===== config.mk =====
export PLATFORM = sky130hd
export DESIGN_NAME = fetch_prefetch_queue
export DESIGN_NICKNAME = d
export VERILOG_FILES = /design/src/rtl/fetch_prefetch_queue.sv
export SDC_FILE = /design/constraint.sdc
export NUM_CORES = 2
export LEC_CHECK = 0
export ABC_CLOCK_PERIOD_IN_PS = 8700
export CAP_MARGIN = 25
export CORE_UTILIZATION = 30
export DETAILED_ROUTE_END_ITERATION = 8
export GPL_TIMING_DRIVEN = 0
export PLACE_DENSITY_LB_ADDON = 0.15
export SETUP_SLACK_MARGIN = 0.02
export SLEW_MARGIN = 10
export SYNTH_ARGS = -nofsm -noshare
export SYNTH_HDL_FRONTEND = slang
export SYNTH_SLANG_ARGS = --single-unit

===== constraint.sdc =====
create_clock -name clock -period 8.7 [get_ports clock]
set_input_delay 2.61 -clock clock [delete_from_list [all_inputs] [get_ports clock]]
set_output_delay 2.61 -clock clock [all_outputs]
set_load 0.01 [all_outputs]

===== src/rtl/fetch_prefetch_queue.sv =====
// rtl/fetch_prefetch_queue.sv - fetch PC, in-order imem requests, prefetch queue feeding decode.
// Optional same-cycle response-to-decode bypass is enabled by defining IF_RESP_BYPASS_EN.
package fetch_pkg;
  typedef struct packed {
    logic [31:0] inst;
    logic [63:0] pc4;
    logic [63:0] pc;
  } IF_regs_t;
endpackage

module fetch_prefetch_queue
  import fetch_pkg::*;
#(
  parameter int          DEPTH    = 4,
  parameter logic [63:0] RESET_PC = 64'h0
) (
  input  logic        clock,
  input  logic        reset,
  input  logic        flush,
  input  logic [63:0] redirect_pc,
  output logic        imem_req_valid,
  output logic [63:0] imem_req_addr,
  input  logic        imem_req_ready,
  input  logic        imem_resp_valid,
  input  logic [31:0] imem_resp_inst,
  output logic        if_valid,
  output IF_regs_t    if_regs,
  input  logic        id_ready
);
  localparam int AW = $clog2(DEPTH);
  localparam int CW = AW + 1;

  logic [63:0]   fetch_pc_q, fetch_pc_d;
  logic [CW-1:0] count_q, count_d, outstanding_q, outstanding_d, drop_q, drop_d;
  logic [AW-1:0] head_q, head_d, tail_q, tail_d;
  logic [AW-1:0] pf_head_q, pf_head_d, pf_tail_q, pf_tail_d;
  logic [31:0]   inst_q [DEPTH];
  logic [31:0]   inst_d [DEPTH];
  logic [63:0]   pc_q   [DEPTH];
  logic [63:0]   pc_d   [DEPTH];
  logic [63:0]   pf_q   [DEPTH];
  logic [63:0]   pf_d   [DEPTH];

  logic        req_fire, resp_live, bypass, deq, pop, enq;
  logic [63:0] head_pc;
  logic [31:0] head_inst;
  logic        unused_redirect_lsbs;

  assign unused_redirect_lsbs = ^redirect_pc[1:0];

  always_comb begin
    imem_req_valid = !reset && !flush &&
                     (({1'b0, count_q} + {1'b0, outstanding_q}) < (CW+1)'(DEPTH));
    imem_req_addr  = fetch_pc_q;
    req_fire       = imem_req_valid && imem_req_ready;
    resp_live      = imem_resp_valid && (drop_q == '0) && !flush && !reset;
`ifdef IF_RESP_BYPASS_EN
    bypass         = resp_live && (count_q == '0);
`else
    bypass         = 1'b0;
`endif
    if_valid       = !reset && !flush && ((count_q != '0) || bypass);
    head_inst      = bypass ? imem_resp_inst : inst_q[head_q];
    head_pc        = bypass ? pf_q[pf_head_q] : pc_q[head_q];
    if_regs        = '0;
    if (if_valid) begin
      if_regs.inst = head_inst;
      if_regs.pc   = head_pc;
      if_regs.pc4  = head_pc + 64'd4;
    end
    deq = if_valid && id_ready;
    // A bypassed response that decode takes this cycle never occupies a slot.
    pop = deq && !bypass;
    enq = resp_live && !(bypass && id_ready);
  end

  always_comb begin
    fetch_pc_d    = fetch_pc_q;
    head_d        = head_q;
    tail_d        = tail_q;
    pf_head_d     = pf_head_q;
    pf_tail_d     = pf_tail_q;
    drop_d        = drop_q;
    inst_d        = inst_q;
    pc_d          = pc_q;
    pf_d          = pf_q;
    if (pop) head_d = head_q + AW'(1);
    if (enq) begin
      inst_d[tail_q] = imem_resp_inst;
      pc_d[tail_q]   = pf_q[pf_head_q];
      tail_d         = tail_q + AW'(1);
    end
    count_d = count_q + CW'(enq) - CW'(pop);
    if (req_fire) begin
      pf_d[pf_tail_q] = fetch_pc_q;
      pf_tail_d       = pf_tail_q + AW'(1);
      fetch_pc_d      = fetch_pc_q + 64'd4;
    end
    if (imem_resp_valid) pf_head_d = pf_head_q + AW'(1);
    outstanding_d = outstanding_q + CW'(req_fire) - CW'(imem_resp_valid);
    if (imem_resp_valid && (drop_q != '0)) drop_d = drop_q - CW'(1);
    // Stale responses are already part of outstanding, so every in-flight one is dropped.
    if (flush) begin
      head_d     = '0;
      tail_d     = '0;
      count_d    = '0;
      fetch_pc_d = {redirect_pc[63:2], 2'b00};
      drop_d     = outstanding_q - CW'(imem_resp_valid);
    end
  end

  always_ff @(posedge clock) begin
    if (reset) begin
      fetch_pc_q    <= RESET_PC;
      count_q       <= '0;
      outstanding_q <= '0;
      drop_q        <= '0;
      head_q        <= '0;
      tail_q        <= '0;
      pf_head_q     <= '0;
      pf_tail_q     <= '0;
      for (int i = 0; i < DEPTH; i++) begin
        inst_q[i] <= '0;
        pc_q[i]   <= '0;
        pf_q[i]   <= '0;
      end
    end else begin
      fetch_pc_q    <= fetch_pc_d;
      count_q       <= count_d;
      outstanding_q <= outstanding_d;
      drop_q        <= drop_d;
      head_q        <= head_d;
      tail_q        <= tail_d;
      pf_head_q     <= pf_head_d;
      pf_tail_q     <= pf_tail_d;
      inst_q        <= inst_d;
      pc_q          <= pc_d;
      pf_q          <= pf_d;
    end
  end
endmodule


# Yosys cells after proc, flatten, opt, wreduce, memory -nomap -nowiden
# Cells that the tools add are included.
totals:
  register_bits: 721
  latchBits: 0
  mem_bits_rw: 0
  romBits: 0
  inputBits: 102
  output_inout_bits: 226
  elab_cells: 87
  n_memories: 0
op_classes:
  n_addsub: 13
  n_mul: 0
  div_mod_pow: 0
  order_cmp: 7
  eq_ne: 0
  shifts: 0
  muxes: 23
  bitwise: 4
  n_reduce_logical: 19
ops:
  columns: ["operator", "n"]
  rows:
  - ["256-bit bitwise mux", 2]
  - ["64-bit two-way mux", 8]
  - ["64-bit binary-select mux with 2-bit select", 2]
  - ["64-bit demux with 2-bit select", 2]
  - ["160-bit two-way mux", 1]
  - ["64-bit by 3-bit adder with 64-bit output (second input constant)", 2]
  - ["128-bit bitwise mux", 1]
  - ["32-bit two-way mux", 3]
  - ["32-bit binary-select mux with 2-bit select", 1]
  - ["32-bit demux with 2-bit select", 1]
  - ["3-bit greater-or-equal comparator (second input constant)", 4]
  - ["2-bit inverter with 3-bit output", 4]
  - ["1-bit logical AND", 11]
  - ["3-bit by 1-bit subtractor with 3-bit output", 3]
  - ["2-bit by 1-bit adder with 2-bit output (second input constant)", 4]
  - ["3-bit by 1-bit adder with 3-bit output", 2]
  - ["3-bit by 1-bit < comparator with 1-bit output (second input constant)", 2]
  - ["3-bit two-way mux", 2]
  - ["3-bit nonzero test", 2]
  - ["3-bit by 3-bit adder with 4-bit output", 1]
  - ["4-bit by 3-bit < comparator with 1-bit output (second input constant)", 1]
  - ["2-bit nonzero test", 2]
  - ["3-bit logical NOT", 1]
  - ["3-bit by 1-bit subtractor with 3-bit output (second input constant)", 1]
  - ["2 further kinds", 3]

# Logic depth before layout (Yosys ltp)
logic_depth:
  ltp_word: 6
  depth_mapped: 13
  ltp_nobuf: 11

# Worst setup path after synthesis
# No wires, ideal clock.
synth_timing:
  path_kind: "input to output"
  from: "input port flush"
  to: "output port if_regs[140] in the netlist's numbering"
  arrival_time_ns: 3.931
  setup_slack_ns: 2.159
  cell_stages: 8
  n_path_buf: 4
  path_cell_list: "clkbuf_1 > nor2_1 > nand2b_1 > clkbuf_1 > inv_1 > clkbuf_1 > clkbuf_1 > and2_1"
synth_rtl:
  columns: ["item", "line", "rtl"]
  rows:
  - ["start: declaration", "19", "input logic flush,"]
  - ["end: declaration", "27", "output IF_regs_t if_regs,"]

==> results by stage <==
Cells and area:
- Relative to the synthesized area, the layout overhead comes to 23.4%.
- After routing the design area is 39,800 um2.
- In the layout the commonest cells are sky130_fd_sc_hd__nand2_1, sky130_fd_sc_hd__dfxtp_1, sky130_fd_sc_hd__a21oi_1.
- After filler insertion, the fill cell instance count of the layout stands at 11,100.
- Leaving out fill and tap cells, the most frequent cell in the layout is sky130_fd_sc_hd__nand2_1.
- The final layout contains 4,490 nets.
- In the final layout, the share of cells above drive strength 1 is 7.78%.

Synthesis:
- Among all flip-flop cells after synthesis, the most frequent one is sky130_fd_sc_hd__dfxtp_1.
- The biggest area contributor in the post-synthesis netlist is sky130_fd_sc_hd__dfxtp_1.
- The number of flops mapped to enable cells by yosys is 0.
- The number of unique standard cell types used by synthesis is 66.
- The mapped netlist covers 32,200 um2.
- After synthesis, flip-flops and latches occupy 43.7% of the total area.
- The yosys synthesis warning count is 0.
- By area the synthesized netlist is led by sky130_fd_sc_hd__dfxtp_1, sky130_fd_sc_hd__nand2_1, sky130_fd_sc_hd__a21oi_1.
- The share of synthesized registers carrying an async set or reset is 0%.
- Synthesis produced a netlist whose cell count is 3,959.
- The area share of the largest cell type after synthesis is 43.7%.
- The register bit total from synthesis is 703.
- In this run the mean area of a mapped cell was 8.14 um2.

Clocking:
- CTS built an H-tree with a depth of 3.
- The clock drives 703 sinks.
- The hold-fix buffer count after cts is 0.
- The TritonCTS clock tree is built.
- The CTS clock-pin slew for the worst setup and hold paths is 0.06 ns.
- The clock latency at the later pin of the worst-skew pair is 0.63 ns.
- The clock tree root driver cell is sky130_fd_sc_hd__clkbuf_16.
- In this run the deepest clock path goes through 3 buffers.
- Clock tree synthesis inserted a total of 80 buffers.

Floorplanning:
- The initial utilization of the core area, before any placement, comes to 30.4%.
- The die covers 109,000 um2.
- The count of boundary I/O pins is 328.
- The core region is 106,000 um2.
- The chip width is 330 um.
- The row count is 119.
- The die outline height is 330 um.

Timing:
- The share of the clock period used by the worst path after layout is 95.1%.
- The final-report max-slew violation count is 0.
- The number of setup violations in the final report is 0.
- At the pin with the least slew margin, the transition time is 1.02 ns.
- After layout, the minimum clock period comes to 8.27 ns.
- Across the routed clock network, the largest skew measured is 0.0252 ns.
- Setup repair after global routing left no endpoint under its margin.
- The max-slew headroom at the worst pin is 31.8%.
- The number of failing hold endpoints at the final stage is 0.
- The peak clock frequency supported by timing is 0.121 GHz.

Power and ir drop:
- The power share of the combinational group is 7.9%.
- Per report_power, the clock group accounts for 46.4% of the total.
- Sequential cells burn 45.6% of the power.
- The total power is 7.25 mW.
- IR analysis of the VDD net gives a maximum drop of 0.148 mV.
- In this run the power spent charging and discharging nets is 1.83 mW.
- The design internal power is 5.42 mW.
- Summed over all cells, the static leakage comes to 12.3 nW.
- The ratio of total power to cell area is 182 nW/um2.
- Net switching is 25.3% of the power.

Global route:
- The first global-routing pass estimated 191,000 um of wire.
- In the global route stage, overall resource usage came out at 23.4%.
- The maximum number of pins on one net before global-route repair is 14.
- The number of antenna violations at the first check in global routing is 1.
- The number of global-route vias before repair was 28,700.
- The global route total overflow is 0.

Routing:
- The post-detailed-route count of antenna-violating nets is 0.
- The detailed router finished its first iteration with 2,244 violations.
- The length of the first detailed-routing pass in iterations is 6.
- The final routed wirelength across all metal layers is 130,000 um.
- The ratio of routed vias to standard cells is 5.15.
- The total number of vias is 30,000.
- In the final routed layout, each cell accounts on average for 22.3 um.
- The count of unresolved DRC violations after routing is 0.

Placed design:
- Once placement finished, the instance area stood at 37,200 um2.
- The half-perimeter wire length after placement is 95,500 um.
- At the end of routability-driven placement, the weighted congestion stood at 0.895.
- The count of input and output buffers is 318.

Run status:
- The run finished with clean final reports.

Critical path:
- The worst setup path is of the in2out kind.
- STA classifies the critical path endpoint as an output pin.
- STA classifies the critical path startpoint as a primary input.
- On the worst path, the slowest cell contributes a delay of 0.55 ns.
- The data arrival time of the critical path is 5.66 ns.
- The worst reg-to-reg setup slack is 4.98 ns.
- The largest driver fanout on the critical path is 10.
- The launching point of the worst reg2reg path is imem_req_addr[2]$_SDFFE_PP0P_.
- The critical path goes through clkdlybuf4s50_1, nor2_1, nand2b_2, clkinvlp_4, buf_4, buf_4, clkbuf_1, and2_1, clkdlybuf4s50_1.
- The cell with the biggest individual delay on the critical path is sky130_fd_sc_hd__clkdlybuf4s50_1.
- The most critical setup path has its startpoint at reset.
- The data required time at the worst endpoint is 6.09 ns.

Run:
- Max-cap violations in this run came to 0.

Min path:
- The class of the worst hold path is reg2reg.
- The worst hold path begins at pf_q[52]$_SDFFE_PP0P_.
worst max-delay path, delay by kind of cell:
kind | cells | cell delay, ns
AND/OR/NAND/NOR | 3 | 0.92
buffers and inverters | 6 | 2.08
Yosys cell counts, types with 4 or more instances:
cell and n:
sky130_fd_sc_hd__nand2_1 1338, sky130_fd_sc_hd__dfxtp_1 703, sky130_fd_sc_hd__a21oi_1 685, sky130_fd_sc_hd__clkbuf_1 292, sky130_fd_sc_hd__mux4_2 152, sky130_fd_sc_hd__and2_1 108, sky130_fd_sc_hd__nor2_1 106, sky130_fd_sc_hd__nand3_1 51
sky130_fd_sc_hd__o21ai_0 49, sky130_fd_sc_hd__nand4_1 43, sky130_fd_sc_hd__xor2_1 35, sky130_fd_sc_hd__inv_1 33, sky130_fd_sc_hd__a31oi_1 31, sky130_fd_sc_hd__or3_1 30, sky130_fd_sc_hd__nor3_1 26, sky130_fd_sc_hd__xnor2_1 24
sky130_fd_sc_hd__buf_1 21, sky130_fd_sc_hd__ha_1 20, sky130_fd_sc_hd__and3_1 18, sky130_fd_sc_hd__buf_2 17, sky130_fd_sc_hd__or4_1 14, sky130_fd_sc_hd__a22oi_1 13, sky130_fd_sc_hd__buf_4 13, sky130_fd_sc_hd__nor4_1 13
sky130_fd_sc_hd__mux2i_1 11, sky130_fd_sc_hd__and4_1 9, sky130_fd_sc_hd__nand4b_1 8, sky130_fd_sc_hd__o211ai_1 8, sky130_fd_sc_hd__a41oi_1 7, sky130_fd_sc_hd__nand4_2 6, sky130_fd_sc_hd__nor2b_1 6, sky130_fd_sc_hd__a211oi_1 4
sky130_fd_sc_hd__a221oi_1 4, sky130_fd_sc_hd__mux2_2 4, sky130_fd_sc_hd__mux4_1 4, sky130_fd_sc_hd__nor4_2 4, sky130_fd_sc_hd__or2_2 4
cell type report:
type | instances | area, um2 | share of cell area (%)
antenna | 1 | 2.50 | 0.00629
buffer | 349 | 1450 | 3.64
clock buffer | 119 | 2360 | 5.94
clock inverter | 21 | 205 | 0.516
inverter | 33 | 128 | 0.321
multi-input combinational | 2878 | 16600 | 41.7
sequential | 703 | 14100 | 35.4
tap | 1391 | 1740 | 4.38
timing repair buffer | 321 | 3210 | 8.06
power by group through the flow:
stage	sequential [mW]	combinational (mW)	clock, mW
after floorplan	3.37	0.291	0
after global placement	3.38	0.572	0
after detailed placement	3.38	0.572	0
after CTS	3.31	0.575	3.42
after global routing	3.31	0.613	3.56
final	3.31	0.574	3.37
flip-flops by register name, summed over array words and instances, names as in the netlist:
name / cells
count_q: 3
drop_q: 3
head_q: 2
imem_req_addr: 62
inst_q: 128
outstanding_q: 3
pc_q: 248
pf_head_q: 2
pf_q: 248
pf_tail_q: 2
tail_q: 2
path summary, 6_finish.rpt:
kind	to	cells after the start
max	if_regs[36]	9
min	pf_q[52]$_SDFFE_PP0P_	2
max reg2reg	imem_req_addr[55]$_SDFFE_PP0P_	7
min reg2reg	pf_q[52]$_SDFFE_PP0P_	2
stage by stage:
step           util (%)  worst slack [ns]  instances  setup TNS [ns]  hold WS (ns)
6_report           37.6             0.427       5816               0         0.450
2_1_floorplan         -              2.16       3964               0         0.432
5_1_grt            37.6             0.263       5816               0         0.466
3_5_place_dp       35.1            -0.649       5673          -10.11         0.444
3_3_place_gp       35.1            -0.669       5673          -10.71         0.439
4_1_cts            37.6             0.329       5815               0         0.453
kinds of logic (layout without fill, tap and decap cells):
| group | Yosys count | in the layout | share of synthesized area (%) |
|---|---|---|---|
| simple gates | 1802 | 1802 | 24.2 |
| flops | 703 | 703 | 43.7 |
| fa+ha+maj | 22 | 22 | 0.901 |
| buf+inv | 383 | 843 | 4.89 |
| other cells | 1 | 7 | 0.0116 |
| compound gates | 818 | 818 | 13.3 |
| mux | 171 | 171 | 11.4 |
| xor+xnor | 59 | 59 | 1.60 |
routing by layer:
layer / wire length (um) / global-route usage, % / share of wire (%)
met1: 58100 / 32.2 / 45
met2: 60900 / 38.6 / 47
met4: 3010 / 6.63 / 2.3
met5: 0 / 0 / 0
met3: 7590 / 2.42 / 5.9
repair_timing:
| item | 4_1_cts | 5_1_grt |
|---|---|---|
| buffers inserted | 3 | 0 |
| endpoints found under the setup margin | 51 | 0 |
| endpoints found under the hold margin | 0 | 0 |
| gates resized for setup | 3 | 0 |
(Power assumes the default switching activity.)
